===== src/rtl/addsub_pipe.sv =====
// Pipelined two's-complement adder/subtractor: one CHUNK-bit slice resolved per
// stage, carry registered between stages, global-stall valid/ready handshake.
module addsub_pipe #(
  parameter int WIDTH = 32,
  parameter int CHUNK = 8
) (
  input  logic             clk,
  input  logic             rst,
  input  logic [WIDTH-1:0] a,
  input  logic [WIDTH-1:0] b,
  input  logic             cin,
  input  logic             sub,
  input  logic             in_valid,
  output logic             in_ready,
  output logic [WIDTH-1:0] sum,
  output logic             cout,
  output logic             overflow,
  output logic             out_valid,
  input  logic             out_ready
);

  localparam int STAGES = WIDTH / CHUNK;

  // Rank 0 is the capture register; rank k+1 holds the result of stage k.
  logic [STAGES:0]   v;
  logic [STAGES:0]   c;
  logic [WIDTH-1:0]  acc [0:STAGES];
  logic [WIDTH-1:0]  opb [0:STAGES-1];
  logic [STAGES-1:0] am;
  logic [STAGES-1:0] bm;
  logic              ovf_q;
  logic [CHUNK:0]    ss [0:STAGES-1];
  logic [WIDTH-1:0]  b_eff;
  logic              adv;

  // Handshake: input accepted on in_valid && in_ready, result consumed on
  // out_valid && out_ready; the whole pipeline stalls while out_valid && !out_ready.
  assign adv       = !out_valid || out_ready;
  assign in_ready  = adv;
  assign b_eff     = sub ? ~b : b;
  assign out_valid = v[STAGES];
  assign sum       = acc[STAGES];
  assign cout      = c[STAGES];
  assign overflow  = ovf_q;

  always_comb begin
    for (int k = 0; k < STAGES; k++) begin
      ss[k] = {1'b0, acc[k][k*CHUNK +: CHUNK]} + {1'b0, opb[k][k*CHUNK +: CHUNK]}
            + {{CHUNK{1'b0}}, c[k]};
    end
  end

  always_ff @(posedge clk) begin
    if (rst) begin
      v     <= '0;
      c     <= '0;
      am    <= '0;
      bm    <= '0;
      ovf_q <= 1'b0;
      for (int k = 0; k <= STAGES; k++) acc[k] <= '0;
      for (int k = 0; k < STAGES; k++) opb[k] <= '0;
    end else if (adv) begin
      v[0]   <= in_valid;
      acc[0] <= a;
      opb[0] <= b_eff;
      c[0]   <= sub ? ~cin : cin;
      am[0]  <= a[WIDTH-1];
      bm[0]  <= b_eff[WIDTH-1];
      // Resolved slices overwrite the operand-a bits they replace.
      for (int k = 0; k < STAGES; k++) begin
        v[k+1]                      <= v[k];
        c[k+1]                      <= ss[k][CHUNK];
        acc[k+1]                    <= acc[k];
        acc[k+1][k*CHUNK +: CHUNK]  <= ss[k][CHUNK-1:0];
      end
      for (int k = 1; k < STAGES; k++) begin
        opb[k] <= opb[k-1];
        am[k]  <= am[k-1];
        bm[k]  <= bm[k-1];
      end
      ovf_q <= (am[STAGES-1] == bm[STAGES-1]) &&
               (ss[STAGES-1][CHUNK-1] != am[STAGES-1]);
    end
  end

endmodule


===== config.mk =====
export PLATFORM = sky130hd
export DESIGN_NAME = addsub_pipe
export DESIGN_NICKNAME = d
export VERILOG_FILES = /design/src/rtl/addsub_pipe.sv
export SDC_FILE = /design/constraint.sdc
export NUM_CORES = 1
export LEC_CHECK = 0
export ABC_AREA = 1
export ABC_CLOCK_PERIOD_IN_PS = 2460
export CAP_MARGIN = 30
export CORE_UTILIZATION = 51
export DETAILED_ROUTE_END_ITERATION = 12
export GPL_ROUTABILITY_DRIVEN = 0
export HOLD_SLACK_MARGIN = 0.12
export PLACE_DENSITY = 0.73
export SLEW_MARGIN = 20
export SYNTH_ARGS = -nofsm -noshare
export SYNTH_HDL_FRONTEND = slang
export SYNTH_SLANG_ARGS = --single-unit

===== constraint.sdc =====
create_clock -name clk -period 2.46 [get_ports clk]
set_input_delay 0.369 -clock clk [delete_from_list [all_inputs] [get_ports clk]]
set_output_delay 0.369 -clock clk [all_outputs]
set_load 0.02 [all_outputs]

==> results of run 1 <==
[routing by layer]
layer,vias to the layer above,track usage,part of all wire
met4,0,0.0525,0.020
met2,130,0.284,0.50
li1,3423,-,-
met1,2935,0.204,0.43
met5,-,0,0
met3,29,0.0230,0.047
[critical path: stages, from the launching register on]
cell and delay [ps]:
dfxtp_1 320, inv_1 70, nor2_4 170, inv_2 100, clkdlybuf4s50_1 570
[stage by stage]
stage | total power, uW | hold slack (ps) | std cells | utilization
2_1_floorplan | 5640 | 438 | 1007 | -
3_3_place_gp | 5870 | 449 | 1374 | 0.581
3_5_place_dp | 5900 | 444 | 1374 | 0.581
4_1_cts | 9700 | 429 | 1419 | 0.619
5_1_grt | 9950 | 470 | 1419 | 0.619
6_report | 9610 | 445 | 1419 | 0.619
[logic make-up after synthesis]
kind of cell / Yosys count / synth area share
compound gates: 80 / 0.0404
xor+xnor: 33 / 0.0256
fa+ha+maj: 36 / 0.0453
buf+inv: 263 / 0.0997
flops: 259 / 0.673
simple gates: 336 / 0.116
[power groups by stage]
stage	logic, uW	registers [uW]	clock network, uW
after floorplan	428	5210	0
after global placement	673	5200	0
after detailed placement	690	5210	0
after CTS	698	5120	3890
after global routing	783	5130	4040
final	688	5110	3810
[how the worst min path moves through the flow]
stage,slack (ps),endpoint,from,cells past startpoint
final,450,v[0],in_valid,3
after floorplan,440,c[1],rst,1
after global placement,450,overflow,overflow,2
after CTS,430,v[0],in_valid,3
after detailed placement,440,overflow,overflow,2
after global routing,470,v[0],in_valid,3
[registers in the layout, indices dropped and copies added, names as in the netlist]
signal / count
acc: 160
opb: 80
c: 5
v: 5
am: 4
bm: 4
overflow: 1
[layout make-up]
| type | instances | share of cell area |
|---|---|---|
| Inverter | 231 | 0.0656 |
| Clock buffer | 28 | 0.0473 |
| Multi-Input combinational cell | 485 | 0.191 |
| Timing Repair Buffer | 119 | 0.0930 |
| Sequential cell | 259 | 0.564 |
| Tap cell | 280 | 0.0260 |
| Clock inverter | 17 | 0.0135 |
[cells in the final DEF (no fill, tap or decap)]
cell type,instances
nand4_1,1
o22ai_1,8
o211ai_1,1
ha_1,28
fa_1,8
nand2_1,76
clkinv_2,3
clkinvlp_4,1
xnor2_1,33
edfxtp_1,240
nor2_4,2
o21a_1,6
nor2_2,1
a31oi_1,4
inv_2,1
buf_4,6
clkdlybuf4s50_1,104
clkinv_1,8
o21ai_0,13
inv_6,1
dfxtp_1,19
buf_12,8
nand3_1,22
nor2_1,231
o22ai_2,3
bufinv_16,4
clkbuf_1,3
inv_8,2
nor3_1,3
inv_1,228
buf_2,1
a21oi_1,43
o21ai_1,2
clkbuf_16,25
==> out/qor.csv, run 1 <==
stage,metric,value,unit
outcome,status,"finished, final reports clean",
yosys,synth_largest_area_cell,edfxtp_1,
sta,max_freq,0.469,GHz
sta,tightest_slew,404,ps
global_routing,grt_pass1_vias,6250,
power_and_ir_drop,pwr-share-seq,0.532,
floorplan,rows,54,
layout,synthToLayoutAreaGrowth,19.3,%
global_routing,grt_pass1_wl,28900,microns
global_routing,grt_overflow,0,
power_and_ir_drop,ir_worst_vdd,0.000381,V
detailed_routing,first_pass_iters,5,
yosys,syn-num-nets,1113,
layout,regArea,7590,sq um
global_routing,antenna_found_initial,0,
clock_tree,cts_tree,done,
sta,setup_violations,0,
power_and_ir_drop,p_leak,0.00575,uW
place,dpl.hpwl,11400,microns
yosys,ys_ff_latch,259,
sta,layout_setup_ws,328,ps
yosys,ys_seq_area_frac,0.673,
yosys,synth_top_cell_area_share,0.639,
yosys,synth_cell_type_count,25,
sta,rsz0062_at_grt,no,
place,dp_slack,272,ps
setup_path,rr_worst_depth,10,
floorplan,io_pins,106,
yosys,ys.flop_type,edfxtp_1,
floorplan,initial_core_util,0.518,
run,maxCapViolations,0,
yosys,synth_most_common_cell,edfxtp_1,
power_and_ir_drop,p_sw,1980,uW
yosys,synthTopCellsByArea,"edfxtp_1 (64%), nor2_1 (7.7%), inv_1 (7.6%), dfxtp_1 (3.4%), ha_1 (3.1%)",
clock_tree,cts_resized,0,
sta,clock_skew,13.4,ps
layout,fin_nets,1227,
hold_path,holdCritPathClass,input pin to flop,
detailed_routing,dr_total_vias,6517,
detailed_routing,drtAntennaViolNets,0,
setup_path,r2r_start,opb[0][120],
setup_path,worstSetupEndpoint,in_ready,
power_and_ir_drop,combPwrFrac,0.072,
sta,hold_viol,0,
clock_tree,cts_hold_buf,0,
yosys,syn_avg_cell_area,11.2,sq um
place,placed_area,12600,sq um
clock_tree,root_buffer,clkbuf_16,
clock_tree,clk_latency,520,ps
setup_path,r2r_slack,370,ps
global_routing,grt_max_degree,65,
clock_tree,clkSinkCount,259,
setup_path,reg2reg_to,acc[4][30],
yosys,syn-cell-area,11300,sq um
detailed_routing,via_per_inst,4.59,
yosys,synth_cells,1007,
setup_path,cp.arrival,1760,ps
yosys,synth-async-reset-ratio,0,
clock_tree,clk_path_buf_depth,3,
layout,multiInputGateArea,2570,sq um
power_and_ir_drop,swShare,0.206,
floorplan,die_y,151,microns
setup_path,criticalPathCategory,flop to output port,
yosys,synth_commonest_cells,"edfxtp_1 (240), nor2_1 (231), inv_1 (228)",
sta,slew_violations,0,
setup_path,end_kind,output port,
setup_path,startpoint_type,flop,
power_and_ir_drop,internal_power,7640,uW
floorplan,core,21800,sq um
clock_tree,htree_levels,1,
sta,fin_crit,2130,ps
detailed_routing,detail_route.iter0.violations,324,
floorplan,die_area,22700,sq um
yosys,ys_warn_count,0,
detailed_routing,drt_drc_violations_left,0,
layout,num_antenna_cells,0,
layout,drive_gt1_frac,0.0509,
sta,fin_crit_sh,0.867,
setup_path,worstPathMaxFanout,6,
clock_tree,clk_pin_slew,60,ps
clock_tree,cts_made_buffers,25,
sta,max-slew-margin-rel,0.730,
detailed_routing,post_drt_wl_per_cell,12.3,microns
setup_path,startpoint,v[4],
detailed_routing,wl,17400,microns
layout,fillers,1716,
layout,fin_area,13500,sq um
power_and_ir_drop,p_per_area,714,nW/um^2
yosys,synth_edf_count,240,
setup_path,critical_path_required,2090,ps
clock_tree,post-cts-setup-buffers,0,
power_and_ir_drop,p_clk_frac,0.396,
sta,setup_tns,0,ps
floorplan,die_w,151,microns
place,io_buffers,105,
global_routing,grt_usage,0.161,
No activity file was read; power rests on OpenSTA's default activity.
==> run 2: changes to the inputs <==
Settings changed: REMOVE_ABC_BUFFERS set to 1.
==> run 2 against run 1 <==
Against the previous run: clock power rose by 3%; flip-flop and latch count did not move; die area unchanged; core utilization up 0.36 points; first-iteration DRC count decreased by 27%; cell count increased by 0.49%; critical path type unchanged.
==> out/qor.csv, run 2 (synthesis gave the netlist of run 1 again) <==
stage,metric,value,unit
outcome,status,"finished, final reports clean",
layout,synthToLayoutAreaGrowth,20.0,%
sta,tightest_slew,342,ps
clock_tree,cts_made_buffers,26,
detailed_routing,drtAntennaViolNets,0,
layout,largest_reg_flops,160,
floorplan,initial_core_util,0.518,
layout,most-common-layout-cells,"edfxtp_1 (240), nor2_1 (231), inv_1 (228), clkdlybuf4s50_1 (104), nand2_1 (76)",
hold_path,worstHoldStart,am[1],
layout,finalNonFillerCells,1426,
layout,final_common_cell,edfxtp_1,
power_and_ir_drop,p_per_area,717,nW/um^2
detailed_routing,via_per_inst,4.57,
detailed_routing,detail_route.iter0.violations,238,
floorplan,io_pins,106,
clock_tree,clk_latency,520,ps
global_routing,grt_usage,0.156,
clock_tree,clkSinkCount,259,
setup_path,criticalPathCategory,flop to output port,
global_routing,grt_max_degree,76,
hold_path,holdCritPathClass,flop to flop,
clock_tree,cts_tree,done,
sta,clock_skew,7.08,ps
sta,hold_viol,0,
power_and_ir_drop,ir_worst_vdd,0.000530,V
sta,rsz0062_at_grt,no,
clock_tree,htree_levels,1,
layout,regMostFlops,acc,
sta,fin_crit_sh,0.888,
global_routing,antenna_found_initial,0,
floorplan,die_w,151,microns
setup_path,critical_path_required,2090,ps
layout,drive_gt1_frac,0.0541,
sta,slew_violations,0,
floorplan,die_area,22700,sq um
setup_path,startpoint,v[4],
layout,multiInputGateArea,2570,sq um
layout,reg_top3,"acc x160, opb x80",
detailed_routing,dr_total_vias,6519,
global_routing,grt_pass1_wl,28100,microns
setup_path,end_kind,output port,
setup_path,startpoint_type,flop,
clock_tree,clk_pin_slew,60,ps
detailed_routing,drt_drc_violations_left,0,
sta,max-slew-margin-rel,0.772,
place,dpl.hpwl,10900,microns
global_routing,grt_overflow,0,
clock_tree,post-cts-setup-buffers,0,
sta,max_freq,0.458,GHz
floorplan,die_y,151,microns
global_routing,grt_pass1_vias,6198,
layout,num_antenna_cells,0,
layout,fillers,1733,
sta,setup_violations,0,
clock_tree,clk_path_buf_depth,3,
detailed_routing,first_pass_iters,4,
run,maxCapViolations,0,
detailed_routing,wl,17000,microns
layout,fin_nets,1232,
floorplan,rows,54,
clock_tree,root_buffer,clkbuf_16,
setup_path,r2r_start,opb[0][120],
layout,regArea,7590,sq um
sta,fin_crit,2180,ps
detailed_routing,post_drt_wl_per_cell,11.9,microns
floorplan,core,21800,sq um
setup_path,worstPathMaxFanout,6,
setup_path,rr_worst_depth,10,
clock_tree,cts_hold_buf,0,
power_and_ir_drop,p_leak,0.00579,uW
hold_path,holdPathStages,2,
place,placedCellCount,1378,
setup_path,cp.arrival,1810,ps
place,io_buffers,105,
sta,final.hold.worst_slack,483,ps
clock_tree,cts_resized,0,
[run 2: final timing paths]
check / endpoint / slack, ps
setup / recovery: in_ready / 280
hold / removal: am[1] / 480
setup reg to reg: acc[4][30] / 370
hold reg to reg: am[1] / 480
[run 2: cell type report]
type,instances,share of cell area
inverters,231,0.0650
flip-flops and latches,259,0.561
clock buffers,39,0.0547
multi-input cells,485,0.190
clock inverters,9,0.00851
repair buffers,123,0.0956
well taps,280,0.0259
[run 2: per-stage QoR]
stage | TNS, ps | util | instance area (sq um) | setup WS, ps | power (uW)
2_1_floorplan | -479890 | - | 11000 | -1420 | 5600
3_3_place_gp | 0 | 0.583 | 12700 | 308 | 5870
3_5_place_dp | 0 | 0.583 | 12700 | 322 | 5890
4_1_cts | 0 | 0.622 | 13500 | 251 | 9800
5_1_grt | 0 | 0.622 | 13500 | 200 | 10100
6_report | 0 | 0.622 | 13500 | 276 | 9710
[run 2: report_power, final]
group          leakage, uW  internal [uW]  switching [uW]  total (uW)
registers          0.00302           5040            68.9        5110
logic              0.00235            320             361         682
clock network     0.000415           2380            1530        3920
total              0.00579           7750            1960        9710
[run 2: worst max-delay path: stages (launching register included)]
cell             delay [ps]
dfxtp_1                 370
inv_1                    80
nor2_4                  170
inv_2                   100
clkdlybuf4s50_1         580
[run 2: layer usage]
layer  GRT usage  up-vias  share of wire
li1            -     3426              -
met3      0.0267       28          0.038
met4      0.0480        0          0.025
met1       0.195     2960           0.44
met5           0        -              0
met2       0.277      105           0.50
==> run 3: changes to the inputs <==
Settings changed: PLACE_DENSITY 0.73 to not set, PLACE_DENSITY_LB_ADDON set to 0.1.
==> run 3 against run 2 <==
Against the previous run: clock skew rose by 3.4 ps; register-to-register slack barely moved; combinational power grew 2%; die area unchanged; hold slack lost 29 ps; worst setup slack got worse by 24 ps; core utilization is 0.086 points lower; cell count up 0.14%; count of clock-buffer cells in the layout decreased by 9; critical endpoint unchanged; largest power group unchanged.
==> out/qor.csv, run 3 (synthesis gave the netlist of run 1 again) <==
stage,metric,value,unit
sta,final.hold.worst_slack,454,ps
global_routing,antenna_found_initial,0,
sta,slew_violations,0,
layout,largest_reg_flops,160,
power_and_ir_drop,ir_worst_vdd,0.000539,V
layout,num_antenna_cells,0,
layout,fillers,1809,
layout,regMostFlops,acc,
layout,regArea,7590,sq um
hold_path,holdCritPathClass,input pin to flop,
clock_tree,clkSinkCount,259,
clock_tree,cts_hold_buf,0,
setup_path,critical_path.top_delay_family,buffers and inverters,
setup_path,criticalPathCategory,flop to output port,
sta,fin_crit_sh,0.897,
place,placedCellCount,1379,
power_and_ir_drop,internal_power,7470,uW
setup_path,critical_path_required,2090,ps
setup_path,cp.arrival,1840,ps
sta,setup_tns,0,ps
power_and_ir_drop,p_sw,2030,uW
global_routing,grt_usage,0.160,
layout,drive_gt1_frac,0.0575,
layout,multiInputGateArea,2570,sq um
place,placed_area,12700,sq um
hold_path,holdPathStages,3,
power_and_ir_drop,p_clk_frac,0.389,
power_and_ir_drop,p_leak,0.00578,uW
global_routing,grt_overflow,0,
detailed_routing,dr_total_vias,6601,
hold_path,whs_endpoint,c[0],
setup_path,reg2reg_to,acc[4][30],
setup_path,r2r_slack,370,ps
layout,synthToLayoutAreaGrowth,19.8,%
layout,fin_area,13500,sq um
setup_path,end_kind,output port,
detailed_routing,drtAntennaViolNets,0,
sta,fin_crit,2210,ps
hold_path,worstHoldStart,sub,
detailed_routing,post_drt_wl_per_cell,12.0,microns
setup_path,path_buf_inv,3,
power_and_ir_drop,combPwrFrac,0.073,
outcome,status,"finished, final reports clean",
layout,most-common-layout-cells,"edfxtp_1 (240), nor2_1 (231), inv_1 (228), clkdlybuf4s50_1 (104), nand2_1 (76)",
floorplan,initial_core_util,0.518,
layout,reg_top3,"acc x160, opb x80",
floorplan,die_area,22700,sq um
setup_path,rr_worst_depth,10,
floorplan,die_w,151,microns
power_and_ir_drop,pwr-share-seq,0.538,
clock_tree,cts_resized,0,
power_and_ir_drop,p_per_area,703,nW/um^2
floorplan,rows,54,
sta,max-slew-margin-rel,0.683,
global_routing,grt_pass1_wl,28700,microns
detailed_routing,wl,17200,microns
setup_path,startpoint_type,flop,
sta,clock_skew,10.5,ps
clock_tree,clk_path_buf_depth,3,
detailed_routing,detail_route.iter0.violations,305,
place,dpl.hpwl,11200,microns
sta,setup_violations,0,
detailed_routing,drt_drc_violations_left,0,
detailed_routing,first_pass_iters,5,
setup_path,worst_path_max_delay_cell,clkdlybuf4s50_1,
place,io_buffers,105,
clock_tree,clk_pin_slew,60,ps
clock_tree,root_buffer,clkbuf_16,
setup_path,cpPeakStageDelay,580,ps
layout,final_common_cell,edfxtp_1,
detailed_routing,via_per_inst,4.62,
global_routing,grt_max_degree,68,
layout,fin_nets,1234,
setup_path,worstPathMaxFanout,6,
sta,rsz0062_at_grt,no,
clock_tree,htree_levels,1,
clock_tree,post-cts-setup-buffers,0,
sta,hold_viol,0,
run,maxCapViolations,0,
floorplan,io_pins,106,
setup_path,startpoint,v[4],
setup_path,path_cells,"inv_1, nor2_4, inv_2, clkdlybuf4s50_1",
floorplan,core,21800,sq um
global_routing,grt_pass1_vias,6151,
layout,finalNonFillerCells,1428,
clock_tree,clk_latency,530,ps
sta,max_freq,0.453,GHz
floorplan,die_y,151,microns
sta,tightest_slew,476,ps
clock_tree,cts_made_buffers,27,
power_and_ir_drop,swShare,0.213,
clock_tree,cts_tree,done,
setup_path,r2r_start,opb[0][120],
[run 3: cell types whose count changed in the layout (fill, tap and decap cells not counted)]
cell        before  now
bufinv_16        3    1
inv_6            1    2
buf_4            9    8
buf_12           9   11
clkinv_2         2    6
clkbuf_1        10    3
clkinvlp_4       0    2
clkinv_1         4    9
clkbuf_8         2    0
[run 3: worst reg2reg max path, cell delays in order (launching register included)]
cell and delay, ps:
edfxtp_1 390, fa_1 460, fa_1 430, nand3_1 100, nand2_1 110, nand2_1 80
nand2_1 50, o21ai_1 90, nand2_1 70, nand2_1 60, nor2_1 40
[run 3: per-layer routing]
metal / vias up / routed length [microns] / track usage
li1: 3445 / - / -
met1: 3014 / 7900 / 0.218
met2: 118 / 8200 / 0.263
met3: 24 / 825 / 0.0264
met4: 0 / 268 / 0.0485
met5: - / 0 / 0
[run 3: per-stage QoR]
step	setup slack [ps]	total power [uW]	utilization
6_report	252	9500	0.621
5_1_grt	155	9890	0.621
4_1_cts	210	9620	0.621
3_5_place_dp	297	5910	0.584
3_3_place_gp	281	5890	0.584
2_1_floorplan	-1420	5600	-
[run 3: final cells by class]
cell class	instances	share of cell area
Sequential cell	259	0.561
Multi-Input combinational cell	485	0.190
Timing Repair Buffer	124	0.0981
Inverter	231	0.0651
Clock buffer	30	0.0508
Tap cell	280	0.0259
Clock inverter	19	0.00870
[run 3: worst max-delay path by stage]
stage                            to  slack (ps)  depth (start not counted)
after floorplan           acc[0][0]       -1420                          5
after global placement     in_ready         280                          4
after detailed placement   in_ready         300                          4
after CTS                  in_ready         210                          4
after global routing       in_ready         150                          4
final                      in_ready         250                          4
[run 3: power groups by stage]
stage	registers, uW	logic, uW	clock network (uW)
after CTS	5110	708	3800
final	5110	695	3700
after global routing	5130	794	3960
after global placement	5200	689	0
after detailed placement	5200	700	0
after floorplan	5210	386	0
